### config.mk
export PLATFORM = sky130hd
export DESIGN_NAME = dbus_arbiter
export DESIGN_NICKNAME = d
export VERILOG_FILES = /design/src/rtl/dbus_arbiter.sv
export SDC_FILE = /design/constraint.sdc
export NUM_CORES = 1
export LEC_CHECK = 0
export BUFFER_PORTS_ARGS = -buffer_cell sky130_fd_sc_hd__buf_2
export CELL_PAD_IN_SITES_DETAIL_PLACEMENT = 0
export CELL_PAD_IN_SITES_GLOBAL_PLACEMENT = 2
export CORE_MARGIN = 10
export CORE_UTILIZATION = 27
export CTS_CLUSTER_DIAMETER = 80
export DETAILED_ROUTE_END_ITERATION = 16
export GPL_TIMING_DRIVEN = 0
export PLACE_DENSITY = 0.85
export SLEW_MARGIN = 20
export SYNTH_ARGS = -nofsm -noshare
export SYNTH_HDL_FRONTEND = slang
export SYNTH_SLANG_ARGS = --single-unit
export TNS_END_PERCENT = 5
### constraint.sdc
create_clock -name clk -period 3 [get_ports clk]
set_input_delay 0.15 -clock clk [delete_from_list [all_inputs] [get_ports clk]]
set_output_delay 0.15 -clock clk [all_outputs]
set_load 0.05 [all_outputs]
### src/rtl/dbus_arbiter.sv
// -----------------------------------------------------------------------------
// dbus_arbiter
//   Two-master (m0 = fetch, m1 = load/store) round-robin arbiter in front of a
//   single data-bus control port. One transaction is in flight at a time:
//   IDLE -> ISSUE -> WAIT -> RESP -> IDLE. Illegal size or misalignment is
//   caught in ISSUE and short-circuits to RESP with err. A shared 8-bit
//   timeout counter runs across ISSUE and WAIT.
//
// Parameters
//   RD_LAT   minimum cycles from bus strobe to read-data sample (1..15)
//   TIMEOUT  max ISSUE+WAIT cycles before error termination   (1..255)
//
// Ports
//   clk, rst                      clock, synchronous active-low reset
//   mN_req/we/size/addr/wdata     master N request (held until mN_ack)
//   mN_ack/err/rdata              master N completion pulse, error, read data
//   bus_rd, bus_wd                one-cycle read / write strobes
//   bus_size/addr/wdata           access attributes, stable for the transaction
//   bus_rdata/ready/busy          bus response and status
// -----------------------------------------------------------------------------

// Per-master response registers: ack/err pulse and held read data.
module dbus_arb_resp (
  input  logic        clk,
  input  logic        rst,
  input  logic        fire_i,   // RESP cycle for this master
  input  logic        err_i,
  input  logic        upd_i,    // successful read: load rdata
  input  logic [31:0] rdata_i,
  output logic        ack_o,
  output logic        err_o,
  output logic [31:0] rdata_o
);
  logic        ack_q, err_q;
  logic [31:0] rdata_q;

  always_ff @(posedge clk) begin
    if (!rst) begin
      ack_q   <= 1'b0;
      err_q   <= 1'b0;
      rdata_q <= '0;
    end else begin
      ack_q <= fire_i;
      err_q <= fire_i & err_i;
      if (fire_i && upd_i) rdata_q <= rdata_i;
    end
  end

  assign ack_o   = ack_q;
  assign err_o   = err_q;
  assign rdata_o = rdata_q;
endmodule

module dbus_arbiter #(
  parameter int RD_LAT  = 1,
  parameter int TIMEOUT = 15
) (
  input  logic        clk,
  input  logic        rst,
  // master 0 (fetch)
  input  logic        m0_req,
  input  logic        m0_we,
  input  logic [1:0]  m0_size,
  input  logic [31:0] m0_addr,
  input  logic [31:0] m0_wdata,
  output logic        m0_ack,
  output logic        m0_err,
  output logic [31:0] m0_rdata,
  // master 1 (load/store)
  input  logic        m1_req,
  input  logic        m1_we,
  input  logic [1:0]  m1_size,
  input  logic [31:0] m1_addr,
  input  logic [31:0] m1_wdata,
  output logic        m1_ack,
  output logic        m1_err,
  output logic [31:0] m1_rdata,
  // data bus control
  output logic        bus_rd,
  output logic        bus_wd,
  output logic [1:0]  bus_size,
  output logic [31:0] bus_addr,
  output logic [31:0] bus_wdata,
  input  logic [31:0] bus_rdata,
  input  logic        bus_ready,
  input  logic        bus_busy
);
  localparam int         NUM_M  = 2;
  localparam logic [3:0] RLAT_C = 4'(RD_LAT);
  localparam logic [8:0] TMO_C  = 9'(TIMEOUT);

  typedef struct packed {
    logic        we;
    logic [1:0]  size;
    logic [31:0] addr;
    logic [31:0] wdata;
  } req_t;

  typedef enum logic [1:0] {IDLE, ISSUE, WAIT, RESP} state_t;

  // packed per-master views
  req_t [NUM_M-1:0]              mreq;
  logic [NUM_M-1:0]              req_v, ack_v, err_v, fire_v;
  logic [NUM_M-1:0][31:0]        rdata_v;

  assign mreq[0] = {m0_we, m0_size, m0_addr, m0_wdata};
  assign mreq[1] = {m1_we, m1_size, m1_addr, m1_wdata};
  assign req_v   = {m1_req, m0_req};

  state_t      state_q, state_d;
  req_t        cur_q;                 // latched winner request, drives bus attrs
  logic        gnt_q;                 // last-granted master == current owner
  logic [7:0]  tcnt_q, tcnt_d;        // ISSUE+WAIT timeout counter
  logic [3:0]  wcnt_q, wcnt_d;        // cycles since strobe
  logic        err_q, err_d;          // transaction error
  logic        rd_q, rd_d, wd_q, wd_d;
  logic [31:0] rdstg_q;               // read data staged until RESP
  logic        grant, pick, cap, done;
  logic [NUM_M-1:0] elig;
  logic        illegal, bus_ok, tmo;
  logic [8:0]  tcnt_inc;
  logic [3:0]  wcnt_inc;

  // A master whose ack is showing is still holding req this cycle; masking it
  // stops a spurious re-grant of the transaction that just finished.
  assign elig = req_v & ~ack_v;
  assign pick = (elig == 2'b11) ? ~gnt_q : elig[1];

  assign illegal = (cur_q.size == 2'b11) ||
                   (cur_q.size == 2'b01 && cur_q.addr[0]) ||
                   (cur_q.size == 2'b10 && cur_q.addr[1:0] != 2'b00);
  assign bus_ok   = bus_ready & ~bus_busy;
  assign tcnt_inc = {1'b0, tcnt_q} + 9'd1;
  assign tmo      = tcnt_inc >= TMO_C;
  assign wcnt_inc = (wcnt_q == 4'hF) ? 4'hF : wcnt_q + 4'd1;

  always_ff @(posedge clk) begin
    if (!rst) state_q <= IDLE;
    else      state_q <= state_d;
  end

  always_comb begin
    state_d = state_q;
    tcnt_d  = tcnt_q;
    wcnt_d  = wcnt_q;
    err_d   = err_q;
    rd_d    = 1'b0;
    wd_d    = 1'b0;
    grant   = 1'b0;
    cap     = 1'b0;
    done    = 1'b0;
    unique case (state_q)
      IDLE: begin
        if (|elig) begin
          grant   = 1'b1;
          tcnt_d  = '0;
          wcnt_d  = '0;
          err_d   = 1'b0;
          state_d = ISSUE;
        end
      end
      ISSUE: begin
        if (illegal) begin
          err_d   = 1'b1;
          state_d = RESP;
        end else if (bus_ok) begin
          rd_d    = ~cur_q.we;
          wd_d    = cur_q.we;
          wcnt_d  = 4'd1;             // strobe cycle counts as the first
          tcnt_d  = tcnt_inc[7:0];
          state_d = WAIT;
        end else if (tmo) begin
          err_d   = 1'b1;
          state_d = RESP;
        end else begin
          tcnt_d  = tcnt_inc[7:0];
        end
      end
      WAIT: begin
        // completion wins over timeout in the same cycle
        if (wcnt_q >= RLAT_C && bus_ok) begin
          cap     = 1'b1;
          state_d = RESP;
        end else if (tmo) begin
          err_d   = 1'b1;
          state_d = RESP;
        end else begin
          tcnt_d  = tcnt_inc[7:0];
          wcnt_d  = wcnt_inc;
        end
      end
      RESP: begin
        done    = 1'b1;
        state_d = IDLE;
      end
      default: state_d = IDLE;
    endcase
  end

  always_ff @(posedge clk) begin
    if (!rst) begin
      cur_q   <= '0;
      gnt_q   <= 1'b1;
      tcnt_q  <= '0;
      wcnt_q  <= '0;
      err_q   <= 1'b0;
      rd_q    <= 1'b0;
      wd_q    <= 1'b0;
      rdstg_q <= '0;
    end else begin
      tcnt_q <= tcnt_d;
      wcnt_q <= wcnt_d;
      err_q  <= err_d;
      rd_q   <= rd_d;
      wd_q   <= wd_d;
      if (grant) begin
        cur_q <= mreq[pick];
        gnt_q <= pick;
      end
      if (cap) rdstg_q <= bus_rdata;
    end
  end

  genvar g;
  generate
    for (g = 0; g < NUM_M; g++) begin : g_resp
      assign fire_v[g] = done & (gnt_q == 1'(g));
      dbus_arb_resp u_resp (
        .clk     (clk),
        .rst     (rst),
        .fire_i  (fire_v[g]),
        .err_i   (err_q),
        .upd_i   (~err_q & ~cur_q.we),
        .rdata_i (rdstg_q),
        .ack_o   (ack_v[g]),
        .err_o   (err_v[g]),
        .rdata_o (rdata_v[g])
      );
    end
  endgenerate

  assign m0_ack    = ack_v[0];
  assign m0_err    = err_v[0];
  assign m0_rdata  = rdata_v[0];
  assign m1_ack    = ack_v[1];
  assign m1_err    = err_v[1];
  assign m1_rdata  = rdata_v[1];

  assign bus_rd    = rd_q;
  assign bus_wd    = wd_q;
  assign bus_size  = cur_q.size;
  assign bus_addr  = cur_q.addr;
  assign bus_wdata = cur_q.wdata;
endmodule

==> qor.txt <==
status: complete, no violations
Max Cap Violations: 0
area grow syn2layout: 37.4%
Power, Total: 7170 uW
drt first-iter violations: 311
CTS tree: built
layout cell share with drive strength beyond 1: 0.315
hold path depth: 3
Worst-Skew Late Latency: 440 ps
flop2flop setup slack: 220 ps
R2R depth: 6
switching part of the total: 0.364
commonest register cell after synthesis: dfxtp_1
drc violations: 0
WS Path Type: reg -> reg
Starting Density: 0.276
synthesized area: 0.00800 sq mm
final antenna-violating net count: 0
Finished Core Util: 0.380
gpl congestion: 0.808
fin nets: 1486
GRT Residual Overflow: 0
Seq/Total Area, Yosys: 0.463
Fillers: 3072
FP Rows: 62
EDFF count, synth: 0
I/O Buffers: 307
total CTS buffers: 17
DRT Pass-1 Iters: 4
Gate Count Post-Synth: 946
min Tclk post-route: 2780 ps
RSZ-0062 raised after global routing: no
WL per Instance: 17.3 microns
CP endpoint kind: flop
total wire length: 29.5 mm
endpoints failing hold: 0
power share of the combinational group: 0.279
Clock Pin Slew Worst Setup and Hold Paths: 90 ps
Worst path slowest cell: or4_1
warnings from Yosys: 0
Sequential Power Share: 0.385
Core ar.: 0.0289 sq mm
# setup viols final: 0
FMAX: 360 MHz
Min Hold Slack: 51.8 ps
critical-path cell list: ha_1 > nand3_1 > xnor2_1 > or4_1 > a41oi_1 > o32ai_1
DIE WIDTH: 192 microns
post-synthesis async set-or-reset flop share: 0
leak pwr: 0.00507 uW
Pwr per Cell Area: 653 mW/mm^2
vias per cell: 4.47
root buffer cell: clkbuf_16
CP Data Arrival Time: 3060 ps
Slew @ Worst Pin: 943 ps
Die Y: 192 microns
vias in the first global route: 8015
Worst path max stage delay: 670 ps
Die ar.: 0.0369 sq mm
largest net degree at the start of global routing: 22
synthesized area per cell: 8.45 sq um
pre-CTS WS: -18.5 ps
synth unique cells: 48
Slew HR: 0.366
crit path max fanout: 9
internal power: 4560 uW
Psw: 2610 uW
CTS Sinks: 185
worst hold-check path type: in -> reg
CTS H-tree depth: 4
antenna violations before repair: 1
beginning of the critical path: tcnt_q[0]
Tcrit/Tclk final: 0.927
I/O pins: 308
Critical R2R Launch: tcnt_q[0]
Setup crit end: tcnt_q[1]
post-CTS setup buffers: 0
first-pass GRT wire length: 45.1 mm
Total GRT Usage: 0.156
VDD IR max: 0.378 mV
skew final: 18.4 ps
reg2reg end: tcnt_q[1]
Critical Path Start Type: flop
CTS Buffer Depth: 2
Worst EP required: 3280 ps
setup slack after layout: 219 ps
dpl hpwl: 23.3 mm
Pins Over Slew Limit: 0
vias: 7609
syn_nets: 1128
flops & latches, synth: 185
clock network power share: 0.337
-- worst max-delay path, delay by kind of cell (launching register included) --
| family | cells | cell delay, ps |
|---|---|---|
| flip-flops | 1 | 480 |
| adder cells (fa/ha/maj) | 1 | 290 |
| AO/OA/AOI/OAI | 2 | 850 |
| AND/OR/NAND/NOR | 2 | 790 |
| XOR/XNOR | 1 | 220 |
-- power groups by stage --
stage / clock, uW / sequential [uW] / combinational, uW
2_1_floorplan: 0 / 2780 / 1460
3_3_place_gp: 0 / 2810 / 1990
3_5_place_dp: 0 / 2820 / 1990
4_1_cts: 2480 / 2760 / 2030
5_1_grt: 2580 / 2790 / 2170
6_report: 2420 / 2760 / 2000
-- layer usage --
layer  share of wire  vias to the layer above  GRT usage
met1            0.45                     3428      0.195
met3           0.097                       21     0.0609
met4           0.011                        2     0.0382
met2            0.44                      276      0.245
li1                -                     3882          -
met5         0.00024                        -          0
-- area by class of cell --
class	instances	area, sq um	area share
Tap cell	384	480	0.0437
Clock buffer	17	425	0.0387
Antenna cell	1	2.50	0.000228
Clock inverter	15	220	0.0200
Buffer	131	748	0.0681
Inverter	17	63.8	0.00581
Multi-Input combinational cell	613	3490	0.317
Timing Repair Buffer	339	1860	0.169
Sequential cell	185	3700	0.337
-- worst min path at each step --
stage,end,slack [ps],startpoint
after floorplan,rdstg_q[0],290,bus_rdata[0]
after detailed placement,rdstg_q[18],400,bus_rdata[18]
after global routing,bus_addr[23],50,m1_addr[23]
after global placement,rdstg_q[0],400,bus_rdata[0]
after CTS,bus_wdata[4],30,m0_wdata[4]
final,bus_wdata[4],50,m0_wdata[4]
-- placed cells by master (no fill, tap or decap), types with 7 or more instances in the layout --
cell	count
inv_1	16
ha_1	10
dlygate4sd3_1	32
o21ai_0	10
mux2i_1	68
nand2_1	200
dfxtp_1	185
nand3_1	12
a211oi_1	68
nor2_1	74
buf_1	9
clkbuf_1	54
a21oi_1	100
buf_2	308
clkbuf_16	17
buf_4	66
and3_1	7
-- sequential cells by signal, indices dropped and copies added, names as in the netlist, 2 cells and up --
register,cells
g_resp.u_resp.ack_o,2
rdstg_q,32
g_resp.u_resp.err_o,2
bus_wdata,32
state_q,2
tcnt_q,8
bus_addr,32
wcnt_q,4
g_resp.u_resp.rdata_o,64
bus_size,2
-- synthesized netlist by cell type (all sizes together), types with 2 or more instances --
library cell  count  area, sq um
nand2b            3         18.8
inv              17         63.8
a211oi           68          510
nand3            12         60.1
dfxtp           185         3700
nor3              6         30.0
clkbuf           54          203
nand4             2         12.5
xnor2             2         17.5
a31oi             6         37.5
a21boi            2         15.0
and3b             2         17.5
and2              4         26.3
o211ai            2         15.0
o32ai             2         17.5
buf              77          538
nor2b             3         18.8
nor4              3         18.8
and3              7         43.8
o41ai             4         35.0
o21bai            4         30.0
or4               3         26.3
a21oi           100          500
o211a             2         20.0
mux2i            68          681
nand2           200          751
ha               10          125
o21ai            10         50.1
nor2             74          278
-- metrics by stage --
step | instances | instance area [sq um] | TNS, ps
2_1_floorplan | 946 | 8000 | 0
3_3_place_gp | 1637 | 10000 | -0.491
3_5_place_dp | 1637 | 10000 | -18.5
4_1_cts | 1701 | 11000 | 0
5_1_grt | 1701 | 11000 | 0
6_report | 1702 | 11000 | 0
-- logic make-up (layout without fill, tap and decap cells) --
logic type,after synthesis,in the layout,share of synthesized area
and+or+nand+nor,323,323,0.167
adders and majority gates,10,10,0.0156
buffers and inverters,148,519,0.101
muxes,68,68,0.0851
AOI/OAI and AO/OA,210,210,0.166
DFF,185,185,0.463
other,0,1,0
xor gates and xnor gates,2,2,0.00219
-- what timing repair did --
action / 4_1_cts / 5_1_grt
hold endpoints to repair: 32 / 0
hold buffers: 32 / 0
gates resized for setup: 2 / 0
endpoints found under the setup margin: 1 / 0
No activity file was read; power rests on OpenSTA's default activity.
